### src/rtl/ecc_scrubber_if.sv
// Memory-port bundle between the ECC scrubber and the shared data memory.
// Also carries the CPU arbitration and write-snoop signals.
interface ecc_scrubber_if #(
    parameter int ADDR_W = 8
);
    logic              cpu_busy;
    logic              cpu_we;
    logic [ADDR_W-1:0] cpu_waddr;
    logic              mem_rd_en;
    logic              mem_we;
    logic [ADDR_W-1:0] mem_addr;
    logic [38:0]       mem_wdata;
    logic [38:0]       mem_rdata;

    modport master (
        input  cpu_busy, cpu_we, cpu_waddr, mem_rdata,
        output mem_rd_en, mem_we, mem_addr, mem_wdata
    );

    modport slave (
        output cpu_busy, cpu_we, cpu_waddr, mem_rdata,
        input  mem_rd_en, mem_we, mem_addr, mem_wdata
    );
endinterface

### src/rtl/ecc_scrubber.sv
// Background SECDED scrubber: reads every word, writes back single-bit fixes, logs double-bit errors.
// Define SCRUB_CONTINUOUS_EN to restart a new pass automatically after each one completes.
module ecc_scrubber #(
    parameter int ADDR_W = 8,
    parameter int DEPTH  = 256,
    parameter int CNT_W  = 16
) (
    input  logic              clk,
    input  logic              rst,
    input  logic              start,
    ecc_scrubber_if.master    bus,
    output logic              busy,
    output logic              done,
    output logic [CNT_W-1:0]  corr_cnt,
    output logic [CNT_W-1:0]  uncorr_cnt,
    output logic              uncorr_flag,
    output logic [ADDR_W-1:0] uncorr_addr
);

    typedef enum logic [2:0] {
        S_IDLE,
        S_READ,
        S_WAIT,
        S_CHECK,
        S_WRITE,
        S_NEXT,
        S_DONE
    } state_t;

    state_t            state;
    logic [ADDR_W-1:0] addr;
    logic [38:0]       rdata_q;
    logic [38:0]       wdata_q;
    logic              cancel_q;

    function automatic logic [5:0] syndrome(input logic [38:0] cw);
        logic [5:0] s;
        s = '0;
        for (int i = 1; i < 39; i++) begin
            if (cw[i]) s ^= 6'(i);
        end
        return s;
    endfunction

    logic [5:0]  syn;
    logic        par;
    logic        is_uncorr;
    logic [38:0] corrected;
    logic        snoop_hit;
    logic        last_addr;

    // Syndrome 0 with bad parity selects bit 0, so one shift covers every correctable case.
    assign syn       = syndrome(rdata_q);
    assign par       = ^rdata_q;
    assign is_uncorr = (par && syn > 6'd38) || (!par && syn != 6'd0);
    assign corrected = rdata_q ^ (39'd1 << syn);
    assign snoop_hit = bus.cpu_we && (bus.cpu_waddr == addr);
    assign last_addr = (addr == ADDR_W'(DEPTH - 1));

    // NOTE: the strobes are decoded from the state register and gated by cpu_busy in the
    // same cycle; a registered strobe could not yield to the CPU without a cycle of lag.
    assign bus.mem_rd_en = (state == S_READ) && !bus.cpu_busy;
    assign bus.mem_we    = (state == S_WRITE) && !bus.cpu_busy && !cancel_q && !snoop_hit;
    assign bus.mem_addr  = addr;
    assign bus.mem_wdata = wdata_q;

    // NOTE: the data registers are reset along with the control state so that every
    // output, including mem_wdata, reads 0 during and right after reset.
    always_ff @(posedge clk or posedge rst) begin
        if (rst) begin
            state       <= S_IDLE;
            addr        <= '0;
            rdata_q     <= '0;
            wdata_q     <= '0;
            cancel_q    <= 1'b0;
            busy        <= 1'b0;
            done        <= 1'b0;
            corr_cnt    <= '0;
            uncorr_cnt  <= '0;
            uncorr_flag <= 1'b0;
            uncorr_addr <= '0;
        end else begin
            done <= 1'b0;

            if (snoop_hit && ((state == S_READ && !bus.cpu_busy) || state == S_WAIT ||
                              state == S_CHECK || state == S_WRITE)) begin
                cancel_q <= 1'b1;
            end

            case (state)
                S_IDLE: begin
                    if (start) begin
                        state    <= S_READ;
                        busy     <= 1'b1;
                        addr     <= '0;
                        cancel_q <= 1'b0;
                    end
                end
                S_READ: begin
                    if (!bus.cpu_busy) state <= S_WAIT;
                end
                S_WAIT: begin
                    rdata_q <= bus.mem_rdata;
                    state   <= S_CHECK;
                end
                S_CHECK: begin
                    wdata_q <= corrected;
                    if (is_uncorr) begin
                        uncorr_cnt  <= (&uncorr_cnt) ? uncorr_cnt : uncorr_cnt + 1'b1;
                        uncorr_flag <= 1'b1;
                        uncorr_addr <= addr;
                        state       <= S_NEXT;
                    end else if (par) begin
                        state <= S_WRITE;
                    end else begin
                        state <= S_NEXT;
                    end
                end
                S_WRITE: begin
                    if (!bus.cpu_busy) begin
                        if (!cancel_q && !snoop_hit) begin
                            corr_cnt <= (&corr_cnt) ? corr_cnt : corr_cnt + 1'b1;
                        end
                        state <= S_NEXT;
                    end
                end
                S_NEXT: begin
                    cancel_q <= 1'b0;
                    if (last_addr) begin
                        done <= 1'b1;
`ifdef SCRUB_CONTINUOUS_EN
                        // The DONE cycle is folded into the wrap so passes repeat back to back.
                        state <= S_READ;
                        addr  <= '0;
`else
                        state <= S_DONE;
`endif
                    end else begin
                        addr  <= addr + 1'b1;
                        state <= S_READ;
                    end
                end
                S_DONE: begin
                    busy  <= 1'b0;
                    state <= S_IDLE;
                end
                default: state <= S_IDLE;
            endcase
        end
    end

endmodule

### src/flat_wrapper.sv
// flat-port wrapper written by rule: the top's interface ports become plain ports
module ecc_scrubber_flat 
#(
    parameter int ADDR_W = 8,
    parameter int DEPTH  = 256,
    parameter int CNT_W  = 16
)
  (clk, rst, start, busy, done, corr_cnt, uncorr_cnt, uncorr_flag, uncorr_addr, bus_cpu_busy, bus_cpu_we, bus_cpu_waddr, bus_mem_rdata, bus_mem_rd_en, bus_mem_we, bus_mem_addr, bus_mem_wdata);
  ecc_scrubber_if #(.ADDR_W(ADDR_W)) bus_i ();
  input  logic clk;
  input  logic rst;
  input  logic start;
  output logic busy;
  output logic done;
  output logic [CNT_W-1:0] corr_cnt;
  output logic [CNT_W-1:0] uncorr_cnt;
  output logic uncorr_flag;
  output logic [ADDR_W-1:0] uncorr_addr;
  input wire logic [$bits(bus_i.cpu_busy)-1:0] bus_cpu_busy;
  input wire logic [$bits(bus_i.cpu_we)-1:0] bus_cpu_we;
  input wire logic [$bits(bus_i.cpu_waddr)-1:0] bus_cpu_waddr;
  input wire logic [$bits(bus_i.mem_rdata)-1:0] bus_mem_rdata;
  output wire logic [$bits(bus_i.mem_rd_en)-1:0] bus_mem_rd_en;
  output wire logic [$bits(bus_i.mem_we)-1:0] bus_mem_we;
  output wire logic [$bits(bus_i.mem_addr)-1:0] bus_mem_addr;
  output wire logic [$bits(bus_i.mem_wdata)-1:0] bus_mem_wdata;
  assign bus_i.cpu_busy = bus_cpu_busy;
  assign bus_i.cpu_we = bus_cpu_we;
  assign bus_i.cpu_waddr = bus_cpu_waddr;
  assign bus_i.mem_rdata = bus_mem_rdata;
  assign bus_mem_rd_en = bus_i.mem_rd_en;
  assign bus_mem_we = bus_i.mem_we;
  assign bus_mem_addr = bus_i.mem_addr;
  assign bus_mem_wdata = bus_i.mem_wdata;
  ecc_scrubber #(.ADDR_W(ADDR_W), .DEPTH(DEPTH), .CNT_W(CNT_W)) u_core (.clk(clk), .rst(rst), .start(start), .bus(bus_i), .busy(busy), .done(done), .corr_cnt(corr_cnt), .uncorr_cnt(uncorr_cnt), .uncorr_flag(uncorr_flag), .uncorr_addr(uncorr_addr));
endmodule
### config.mk
export PLATFORM = sky130hd
export DESIGN_NAME = ecc_scrubber_flat
export DESIGN_NICKNAME = d
export VERILOG_FILES = /design/src/rtl/ecc_scrubber_if.sv /design/src/rtl/ecc_scrubber.sv /design/src/flat_wrapper.sv
export SDC_FILE = /design/constraint.sdc
export NUM_CORES = 1
export LEC_CHECK = 0
export CORE_MARGIN = 2
export CORE_UTILIZATION = 35
export DETAILED_ROUTE_END_ITERATION = 10
export PLACE_DENSITY = 0.57
export SLEW_MARGIN = 20
export SYNTH_ARGS = -nofsm -noshare
export SYNTH_HDL_FRONTEND = slang
export SYNTH_SLANG_ARGS = --single-unit
### constraint.sdc
create_clock -name clk -period 5.2 [get_ports clk]
set_input_delay 1.04 -clock clk [delete_from_list [all_inputs] [get_ports clk]]
set_output_delay 1.04 -clock clk [all_outputs]
set_load 0.005 [all_outputs]
==> out/qor.txt, run 1 <==
Number of antenna diodes = 0
Number of antenna violations at the first check in global routing = 0
Count of TritonRoute iterations in the first routing pass = 4
Total of endpoints with negative setup slack in the final report = 0
Pin count of the biggest net entering global routing = 75
Clock sinks = 133
Post-route antenna net violation count = 0
Portion of netlist area occupied by mux cells = 8.780%
Average size of a mapped cell = 10.89 sq um
Buffers added on ports = 143
Total global routing track utilization = 16.70%
X dimension of the die = 144.1 um
Result of the run = completed
Max H-tree Level = 4
Type of the tightest min-delay check = reg -> reg
Core area = 19330 sq um
Bufs and invs on worst path = 2
Relative slew margins = 30.56%
Number of standard-cell rows in the floorplan = 51
Number of synthesized register bits = 133
Number of nets in the finished design = 829
Height of the chip = 144.1 um
I/O pin count = 144
Via total after detailed routing = 4919
Maximum clock frequency = 231.5 MHz
Area fraction in and, or, nand and nor cells after synthesis = 14.26%
CTS tree = yes
Total detailed-routing wirelength = 16.64 mm
Area leader, netlist = sky130_fd_sc_hd__dfrtp_1
Number of buffers created by CTS = 17
Cells resized by post-CTS repair = 0
Max Buffers Root-to-Sink = 2
Highest net fanout along the worst path = 3
Root Buffer = sky130_fd_sc_hd__clkbuf_16
CP delay by family, top = buffers and inverters
Synth-to-layout area growth = 33.04%
Synthesis Warnings = 0
Number of flops mapped to enable cells by yosys = 0
Most numerous cell on the critical path = sky130_fd_sc_hd__clkdlybuf4s50_1
Worst Max-Slew Pin Slew = 1.042 ns
Number of unique standard cell types used by synthesis = 49
Post-route clock period utilization = 83.08%
Arithmetic-cell share of the synthesized area counting full adders, half adders and majority gates = 0.5464%
Kind of critical path = in -> out
Placer's final routability congestion estimate = 0.8017
Slowest cell on crit path = sky130_fd_sc_hd__nor4b_1
Setup skew after layout = 0.01630 ns
Initial standard-cell utilization of the core = 35.53%
Clock transition time at the flip-flop clock pins of the worst setup and hold paths = 0.05 ns
DRC violations left = 0
CTS Hold Bufs = 0
Pins over their slew limit = 0
Cell area after synthesis = 6869 sq um
Global-route wire length before repair = 26.48 mm
Most instantiated flip-flop cell in the synthesis netlist = sky130_fd_sc_hd__dfrtp_1
Main area contributors after synthesis = sky130_fd_sc_hd__dfrtp_1 (48%), sky130_fd_sc_hd__xnor2_1 (13%), sky130_fd_sc_hd__mux2_2 (6.9%), sky130_fd_sc_hd__xor2_1 (4.7%), sky130_fd_sc_hd__nand2_1 (3.6%)
Layout cells sized above 1 = 13.74%
Max-capacitance violation count = 0
Gate count after technology mapping = 631
Dominant combinational cell family by area after synthesis = XOR/XNOR gates
Syn_nets = 686
Total negative slack = 0 ns
Full die area = 20760 sq um
Type of destination of the critical path = output port
Proportion of netlist area held by the largest area contributor = 48.45%
Share of flip-flops with an asynchronous set or reset after synthesis = 100.0%
Delay of the slowest cell on the worst path = 0.72 ns
Req. time, crit path = 4.16 ns
Sequential area share after synthesis = 48.45%
Unrepaired setup endpoints after global routing = false
Xor-xnor portion of the synthesized cell area = 20.86%
Routed wirelength normalized by instance count = 15.83 um
Final min period = 4.320 ns
Post-CTS Setup Bufs = 0
Sum of overflow across all layers after global routing = 0
DR iter-0 viols = 276
Source-to-sink clock delay at the later pin of the worst-skew pair = 0.42 ns
Hold violation total from the final report = 0
Compound-cell area share of the yosys netlist = 5.118%
Vias in the first global route = 5072
Total half-perimeter wirelength after legalization and detailed placement = 11.99 mm
Worst setup SP type = input port
Worst Path Arrival = 3.28 ns
Via density = 4.680
Worst path cell trace = clkdlybuf4s50_1, xor2_1, nor4_1, nand3_1, o41ai_1, nor4b_1, clkdlybuf4s50_1
## final timing paths
path                                                startpoint                                   to  slack (ns)  depth (start not counted)
worst max-delay path                          bus_cpu_waddr[7]                           bus_mem_we        0.88                          7
worst min-delay path            u_core.uncorr_flag$_DFFE_PP0P_       u_core.uncorr_flag$_DFFE_PP0P_        0.48                          1
worst max register to register  u_core.rdata_q[35]$_DFFE_PP0P_    u_core.uncorr_cnt[15]$_DFFE_PP0P_        1.78                          9
worst min register to register  u_core.uncorr_flag$_DFFE_PP0P_       u_core.uncorr_flag$_DFFE_PP0P_        0.48                          1
max in group asynchronous                                  rst  u_core.bus.mem_wdata[0]$_DFFE_PP0P_        3.15                          3
min in group asynchronous                                  rst       u_core.corr_cnt[1]$_DFFE_PP0P_        1.19                          2
## cell usage in the layout (no fill, tap or decap), types with 11 or more instances in the layout
master / count
sky130_fd_sc_hd__inv_1: 11
sky130_fd_sc_hd__xnor2_1: 100
sky130_fd_sc_hd__o21ai_1: 13
sky130_fd_sc_hd__nand3_1: 23
sky130_fd_sc_hd__nor2_1: 58
sky130_fd_sc_hd__dfrtp_1: 133
sky130_fd_sc_hd__xor2_1: 37
sky130_fd_sc_hd__clkbuf_16: 17
sky130_fd_sc_hd__clkdlybuf4s50_1: 143
sky130_fd_sc_hd__o21ai_0: 35
sky130_fd_sc_hd__nand2_1: 65
sky130_fd_sc_hd__mux2_2: 42
## layout make-up
| type | count | area, sq um |
|---|---|---|
| Timing Repair Buffer | 145 | 1459 |
| Sequential cell | 133 | 3328 |
| Clock buffer | 22 | 484.2 |
| Inverter | 12 | 47.55 |
| Tap cell | 265 | 331.6 |
| Multi-Input combinational cell | 465 | 3411 |
| Fill cell | 1748 | 10200 |
| Clock inverter | 9 | 77.57 |
## per-stage QoR
step           util (%)  hold WS [ns]  instances  setup slack (ns)  area, sq um
2_1_floorplan         -        0.4590        631            0.6056         6869
3_3_place_gp      44.36        0.4511       1020             1.029         8577
3_5_place_dp      44.36        0.4712       1020            0.9096         8577
4_1_cts           47.27        0.4849       1051            0.8857         9139
5_1_grt           47.27        0.4950       1051            0.7540         9139
6_report          47.27        0.4754       1051            0.8796         9139
## cells in the mapped netlist (2+ instances only)
master and n:
sky130_fd_sc_hd__and2_1 4, sky130_fd_sc_hd__nor3_2 6, sky130_fd_sc_hd__nor4b_1 2, sky130_fd_sc_hd__xor2_1 37, sky130_fd_sc_hd__nor4_1 5, sky130_fd_sc_hd__nand4_1 8
sky130_fd_sc_hd__nor3_1 8, sky130_fd_sc_hd__nor2_1 58, sky130_fd_sc_hd__and4_1 2, sky130_fd_sc_hd__xnor2_2 6, sky130_fd_sc_hd__nand2b_1 3, sky130_fd_sc_hd__ha_1 3
sky130_fd_sc_hd__dfrtp_1 133, sky130_fd_sc_hd__xnor3_1 3, sky130_fd_sc_hd__nand3_1 24, sky130_fd_sc_hd__mux2_2 42, sky130_fd_sc_hd__mux2_4 8, sky130_fd_sc_hd__nand2_1 65
sky130_fd_sc_hd__and3_1 6, sky130_fd_sc_hd__inv_1 12, sky130_fd_sc_hd__a21oi_1 4, sky130_fd_sc_hd__buf_1 3, sky130_fd_sc_hd__or3_1 3, sky130_fd_sc_hd__o21ai_1 13
sky130_fd_sc_hd__xnor2_1 100, sky130_fd_sc_hd__clkbuf_1 15, sky130_fd_sc_hd__nor2b_1 2, sky130_fd_sc_hd__o21ai_0 35
## state kept, by name (all words and copies together) (netlist names)
register and cells:
u_core.uncorr_cnt 16, u_core.rdata_q 39, u_core.busy 1, u_core.uncorr_flag 1, u_core.state 3, u_core.corr_cnt 16
u_core.bus.mem_addr 8, u_core.cancel_q 1, u_core.bus.mem_wdata 39, u_core.uncorr_addr 8, u_core.done 1
## metal layers
layer	track usage, %	routed length (um)	up-vias
li1	-	-	2398
met1	22.19	7805	2389
met2	26.97	7940	117
met3	4.040	674	15
met4	5.315	214	0
met5	0	0	-
## cell families after synthesis
group	count (synthesis)
xor+xnor	149
fa+ha+maj	3
compound gates	60
mux	51
buf+inv	33
simple gates	202
flops	133
## worst reg2reg max path, cell delays in order (launching register included)
cell and delay, ns:
sky130_fd_sc_hd__dfrtp_1 0.44, sky130_fd_sc_hd__xnor2_1 0.30, sky130_fd_sc_hd__xnor3_2 0.42, sky130_fd_sc_hd__xnor2_2 0.33
sky130_fd_sc_hd__xnor2_2 0.21, sky130_fd_sc_hd__nand2_4 0.19, sky130_fd_sc_hd__a31oi_4 0.30, sky130_fd_sc_hd__nand3_1 0.52
sky130_fd_sc_hd__nor4bb_1 0.46, sky130_fd_sc_hd__a21oi_1 0.10
Power of run 1 is left out: the tool's default activity adds up to more than one toggle a clock period on the data nets, which glitch-free logic cannot reach.
==> inputs of run 2 (changes only) <==
--- a/config.mk
+++ b/config.mk
@@ -8,7 +8,7 @@
 export CORE_MARGIN = 2
 export CORE_UTILIZATION = 35
 export DETAILED_ROUTE_END_ITERATION = 10
-export PLACE_DENSITY = 0.57
+export PLACE_DENSITY = 0.6
 export SLEW_MARGIN = 20
 export SYNTH_ARGS = -nofsm -noshare
 export SYNTH_HDL_FRONTEND = slang
==> constraint.sdc (replaced) <==
create_clock -name clk -period 3.6 [get_ports clk]
set_input_delay 0.72 -clock clk [delete_from_list [all_inputs] [get_ports clk]]
set_output_delay 0.72 -clock clk [all_outputs]
set_load 0.005 [all_outputs]
==> run 2 against run 1 <==
Compared with the run above:
- clock-buffer cell count is the same
- worst setup slack lost 0.70 ns
- register-to-register slack lost 1.3 ns
- die area is the same
- cell count grew 0.38%
- hold slack lost 0.0060 ns
- critical path type unchanged
- largest cell class unchanged
==> out/qor.txt, run 2 (synthesized netlist as in run 1, its figures left out) <==
Total negative slack = 0 ns
Final min period = 3.424 ns
Sum of overflow across all layers after global routing = 0
Max-capacitance violation count = 0
Number of antenna diodes = 0
DRC violations left = 0
Layout cells sized above 1 = 13.92%
Result of the run = completed
Via total after detailed routing = 4986
Worst Max-Slew Pin Slew = 1.020 ns
Pin count of the biggest net entering global routing = 134
Root Buffer = sky130_fd_sc_hd__clkbuf_16
I/O pin count = 144
X dimension of the die = 144.1 um
Req. time, crit path = 2.88 ns
CTS tree = yes
Max H-tree Level = 4
Clock transition time at the flip-flop clock pins of the worst setup and hold paths = 0.06 ns
Highest net fanout along the worst path = 3
Worst Path Arrival = 2.70 ns
Unrepaired setup endpoints after global routing = false
Clock sinks = 133
Initial standard-cell utilization of the core = 35.53%
Post-CTS Setup Bufs = 0
Post-route clock period utilization = 95.12%
Type of destination of the critical path = output port
Buffers added on ports = 143
Routed wirelength normalized by instance count = 15.59 um
Max Buffers Root-to-Sink = 2
Total global routing track utilization = 16.88%
Via density = 4.726
Number of nets in the finished design = 832
Count of TritonRoute iterations in the first routing pass = 4
Relative slew margins = 31.99%
Number of buffers created by CTS = 17
Setup skew after layout = 0.009521 ns
Total half-perimeter wirelength after legalization and detailed placement = 11.81 mm
Maximum clock frequency = 292.0 MHz
Type of the tightest min-delay check = reg -> reg
Source-to-sink clock delay at the later pin of the worst-skew pair = 0.42 ns
Kind of critical path = in -> out
Core area = 19330 sq um
Total of endpoints with negative setup slack in the final report = 0
Commonest non-fill, non-tap cells in the layout = sky130_fd_sc_hd__clkdlybuf4s50_1 (143), sky130_fd_sc_hd__dfrtp_1 (133), sky130_fd_sc_hd__xnor2_1 (100)
Height of the chip = 144.1 um
Number of antenna violations at the first check in global routing = 0
Worst setup SP type = input port
Post-route antenna net violation count = 0
DR iter-0 viols = 208
Number of standard-cell rows in the floorplan = 51
Full die area = 20760 sq um
Pins over their slew limit = 0
Synth-to-layout area growth = 33.83%
Total detailed-routing wirelength = 16.45 mm
Vias in the first global route = 5229
Placer's final routability congestion estimate = 0.8330
Hold violation total from the final report = 0
Commonest non-fill, non-tap cell in the layout = sky130_fd_sc_hd__clkdlybuf4s50_1
Global-route wire length before repair = 27.05 mm
## run 2: cell types whose count changed in the layout (fill, tap and decap cells not counted), sizes merged
cell,previous run,this run
buf,2,5
inv,12,11
bufinv,1,3
## run 2: layer usage
metal / vias to the layer above / share of wire (%) / global-route usage (%)
li1: 2412 / - / -
met1: 2417 / 46 / 22.15
met2: 140 / 47 / 27.59
met3: 17 / 5.4 / 4.636
met4: 0 / 1.2 / 4.541
met5: - / 0 / 0
## run 2: layout make-up
cell class | instances | area [sq um]
Inverter | 12 | 48.80
Clock buffer | 22 | 454.2
Multi-Input combinational cell | 465 | 3418
Tap cell | 265 | 331.6
Sequential cell | 133 | 3328
Clock inverter | 10 | 130.1
Timing Repair Buffer | 148 | 1481
Fill cell | 1792 | 10140
## run 2: final timing paths
path                                                     start                                  end  cells past startpoint  slack, ns
worst max-delay path                          bus_cpu_waddr[7]                           bus_mem_we                      8       0.18
worst min register to register  u_core.uncorr_flag$_DFFE_PP0P_       u_core.uncorr_flag$_DFFE_PP0P_                      1       0.47
min in group asynchronous                                  rst     u_core.uncorr_cnt[4]$_DFFE_PP0P_                      3       0.84
worst max register to register  u_core.rdata_q[37]$_DFFE_PP0P_    u_core.uncorr_cnt[14]$_DFFE_PP0P_                      9       0.48
max in group asynchronous                                  rst  u_core.bus.mem_wdata[9]$_DFFE_PP0P_                      3       2.17
worst min-delay path            u_core.uncorr_flag$_DFFE_PP0P_       u_core.uncorr_flag$_DFFE_PP0P_                      1       0.47
## run 2: per-stage QoR
stage               instance area (sq um)  std cells  worst slack (ns)  util, %  hold WS (ns)
global route                         9193       1055           0.08747    47.54        0.4984
detailed placement                   8601       1023           0.08879    44.48        0.4666
CTS                                  9185       1055           0.07305    47.51        0.4811
floorplan                            6873        631            0.9284        -        0.4590
global placement                     8601       1023            0.1136    44.48        0.4530
finish                               9193       1055            0.1757    47.54        0.4694
## run 2: timing repair
action / 4_1_cts / 5_1_grt
hold buffers: 0 / 0
setup endpoints to repair: 0 / 1
gates resized for setup: 0 / 1
## run 2: critical path, cell delays in order
cell                              delay, ns
sky130_fd_sc_hd__clkdlybuf4s50_1       0.43
sky130_fd_sc_hd__xor2_1                0.15
sky130_fd_sc_hd__nor4_1                0.27
sky130_fd_sc_hd__nand3_1               0.12
sky130_fd_sc_hd__o41ai_2               0.29
sky130_fd_sc_hd__nor4b_1               0.11
sky130_fd_sc_hd__buf_4                 0.16
sky130_fd_sc_hd__clkdlybuf4s50_1       0.45
Power of run 2 is left out for the same reason.
==> inputs of run 3 (changes only) <==
--- a/config.mk
+++ b/config.mk
@@ -5,10 +5,11 @@
 export SDC_FILE = /design/constraint.sdc
 export NUM_CORES = 1
 export LEC_CHECK = 0
+export ABC_AREA = 1
 export CORE_MARGIN = 2
 export CORE_UTILIZATION = 35
 export DETAILED_ROUTE_END_ITERATION = 10
-export PLACE_DENSITY = 0.6
+export PLACE_DENSITY = 0.56
 export SLEW_MARGIN = 20
 export SYNTH_ARGS = -nofsm -noshare
 export SYNTH_HDL_FRONTEND = slang
==> constraint.sdc (replaced) <==
create_clock -name clk -period 4.1 [get_ports clk]
set_input_delay 0.82 -clock clk [delete_from_list [all_inputs] [get_ports clk]]
set_output_delay 0.82 -clock clk [all_outputs]
set_load 0.005 [all_outputs]
==> run 3 against run 2 <==
Compared with the run above:
- clock-buffer cell count decreased by 3
- routed wire length rose by 36%
- synthesized cell count grew 74%
- non-clock buffer count is 2 higher
- cell area is 10% higher
- utilization shrank 1.3 points
- largest cell class unchanged
- highest routed layer unchanged
==> out/qor.txt, run 3 <==
Result of the run = completed
Sequential area share after synthesis = 42.64%
Pins over their slew limit = 0
Routed length on met1 = 10.69 mm
Portion of netlist area occupied by mux cells = 0%
Vias in the first global route = 6924
Xor-xnor portion of the synthesized cell area = 7.149%
Via total after detailed routing = 7348
CTS Hold Bufs = 0
Post-route antenna net violation count = 0
Worst Path Arrival = 2.67 ns
Main area contributors after synthesis = sky130_fd_sc_hd__dfrtp_1 (43%), sky130_fd_sc_hd__nand2_1 (20%), sky130_fd_sc_hd__nand3_1 (7.9%), sky130_fd_sc_hd__inv_1 (4.5%), sky130_fd_sc_hd__xor2_1 (4.5%)
Number of buffers created by CTS = 17
Highest net fanout along the worst path = 2
Via density = 4.831
Amount of wire on met2 after detailed routing = 10.06 mm
I/O pin count = 144
Gate count after technology mapping = 1095
Sum of overflow across all layers after global routing = 0
Commonest non-fill, non-tap cell in the layout = sky130_fd_sc_hd__nand2_1
Arithmetic-cell share of the synthesized area counting full adders, half adders and majority gates = 0.4808%
Global-route wire length before repair = 35.61 mm
Number of unique standard cell types used by synthesis = 39
Area leader, netlist = sky130_fd_sc_hd__dfrtp_1
Number of flops mapped to enable cells by yosys = 0
Core area = 21890 sq um
Unrepaired setup endpoints after global routing = false
Clock sinks = 133
Count of TritonRoute iterations in the first routing pass = 6
Height of the chip = 153.3 um
Type of destination of the critical path = output port
Final min period = 3.487 ns
X dimension of the die = 153.3 um
Average size of a mapped cell = 7.129 sq um
Relative slew margins = 39.56%
DRC violations left = 0
Post-route clock period utilization = 85.06%
Worst Max-Slew Pin Slew = 0.9066 ns
Initial standard-cell utilization of the core = 35.66%
Placed instance area = 9487 sq um
Cell area after synthesis = 7806 sq um
Number of antenna diodes = 0
Maximum clock frequency = 286.8 MHz
Commonest non-fill, non-tap cells in the layout = sky130_fd_sc_hd__nand2_1 (424), sky130_fd_sc_hd__clkdlybuf4s50_1 (143), sky130_fd_sc_hd__dfrtp_1 (133)
Setup skew after layout = 0.009808 ns
Sequential cell area in the final layout = 3328 sq um
Syn_nets = 1150
Req. time, crit path = 3.28 ns
Max-capacitance violation count = 0
Final design instance area without fill = 10120 sq um
Root Buffer = sky130_fd_sc_hd__clkbuf_16
Dominant combinational cell family by area after synthesis = simple AND/OR/NAND/NOR gates
DR iter-0 viols = 432
Count leader, synth = sky130_fd_sc_hd__nand2_1
CTS tree = yes
Total negative slack = 0 ns
Area fraction in and, or, nand and nor cells after synthesis = 36.58%
Number of standard-cell rows in the floorplan = 54
Most instantiated flip-flop cell in the synthesis netlist = sky130_fd_sc_hd__dfrtp_1
Top routing layer in use = met4
Clock transition time at the flip-flop clock pins of the worst setup and hold paths = 0.06 ns
Total global routing track utilization = 19.09%
Max Buffers Root-to-Sink = 2
Total half-perimeter wirelength after legalization and detailed placement = 16.13 mm
Met3 WL = 1.154 mm
Fill cell total of the finished layout = 2249
Worst setup SP type = input port
Hold violation total from the final report = 0
Number of synthesized register bits = 133
Total of endpoints with negative setup slack in the final report = 0
Full die area = 23510 sq um
Number of nets in the finished design = 1283
Total area of multi-input combinational cells = 3877 sq um
Buffers added on ports = 143
Total detailed-routing wirelength = 22.40 mm
Top cells by count, synth = sky130_fd_sc_hd__nand2_1 (424), sky130_fd_sc_hd__dfrtp_1 (133), sky130_fd_sc_hd__nand3_1 (124)
Post-CTS Setup Bufs = 0
Placer's final routability congestion estimate = 0.8605
Layout cells sized above 1 = 6.930%
Cells resized by post-CTS repair = 0
Compound-cell area share of the yosys netlist = 5.337%
Max H-tree Level = 4
Share of flip-flops with an asynchronous set or reset after synthesis = 100.0%
Synth-to-layout area growth = 29.64%
Proportion of netlist area held by the largest area contributor = 42.64%
Type of the tightest min-delay check = reg -> reg
Kind of critical path = in -> out
Routed wirelength normalized by instance count = 14.73 um
Synthesis Warnings = 0
Number of antenna violations at the first check in global routing = 0
Pin count of the biggest net entering global routing = 90
Source-to-sink clock delay at the later pin of the worst-skew pair = 0.43 ns
-- run 3: changes by cell type after synthesis, sizes merged, moves of 5 or more --
cell,change
o21ai,+14
nand4,+12
buf,+11
nand2,+373
nor2,-5
mux2,-50
nor3,+8
xnor2,-87
inv,+98
nand3,+101
and3,-6
-- run 3: worst max-delay path: stages --
cell and delay, ns:
sky130_fd_sc_hd__clkdlybuf4s50_1 0.41, sky130_fd_sc_hd__or2_2 0.29, sky130_fd_sc_hd__nand3_1 0.08, sky130_fd_sc_hd__nor3_1 0.05
sky130_fd_sc_hd__nand3_1 0.14, sky130_fd_sc_hd__nand2_1 0.09, sky130_fd_sc_hd__nor3_2 0.23, sky130_fd_sc_hd__clkdlybuf4s50_1 0.56
-- run 3: final timing paths --
| path | from | to | slack [ns] | depth (start not counted) |
|---|---|---|---|---|
| max | bus_cpu_waddr[1] | bus_mem_we | 0.61 | 8 |
| min | u_core.uncorr_flag$_DFFE_PP0P_ | u_core.uncorr_flag$_DFFE_PP0P_ | 0.47 | 2 |
| max reg2reg | u_core.rdata_q[27]$_DFFE_PP0P_ | u_core.uncorr_addr[1]$_DFFE_PP0P_ | 1.05 | 16 |
| min reg2reg | u_core.uncorr_flag$_DFFE_PP0P_ | u_core.uncorr_flag$_DFFE_PP0P_ | 0.47 | 2 |
| max in group asynchronous | rst | u_core.rdata_q[17]$_DFFE_PP0P_ | 2.73 | 3 |
| min in group asynchronous | rst | u_core.bus.mem_wdata[26]$_DFFE_PP0P_ | 0.89 | 3 |
-- run 3: cell type report --
cell class,instances,share of cell area [%]
repair buffers,150,14.79
inverters,114,4.290
flip-flops and latches,133,32.89
well taps,280,3.462
clock inverters,13,1.780
multi-input cells,812,38.32
clock buffers,19,4.476
-- run 3: per-layer routing --
layer  track usage, %  up-vias
met5                0        -
met2            30.10      202
met3            3.884       31
met1            26.22     3376
met4            6.553        0
li1                 -     3739
-- run 3: logic make-up (layout without fill, tap and decap cells) --
logic type               count (synthesis)  after routing
AND/OR/NAND/NOR                        670            670
buffers and inverters                  150            296
flip-flops                             133            133
AO/OA/AOI/OAI                           77             77
XOR/XNOR                                62             62
adder cells (fa/ha/maj)                  3              3
-- run 3: per-stage QoR --
stage | setup slack [ns] | hold slack [ns] | util [%] | instances
detailed placement | 0.6142 | 0.4560 | 43.34 | 1489
global route | 0.5221 | 0.4924 | 46.23 | 1521
floorplan | 1.629 | 0.4581 | - | 1095
CTS | 0.6139 | 0.4721 | 46.23 | 1521
finish | 0.6127 | 0.4664 | 46.23 | 1521
global placement | 0.6266 | 0.4501 | 43.34 | 1489
Power of run 3 is left out for the same reason.
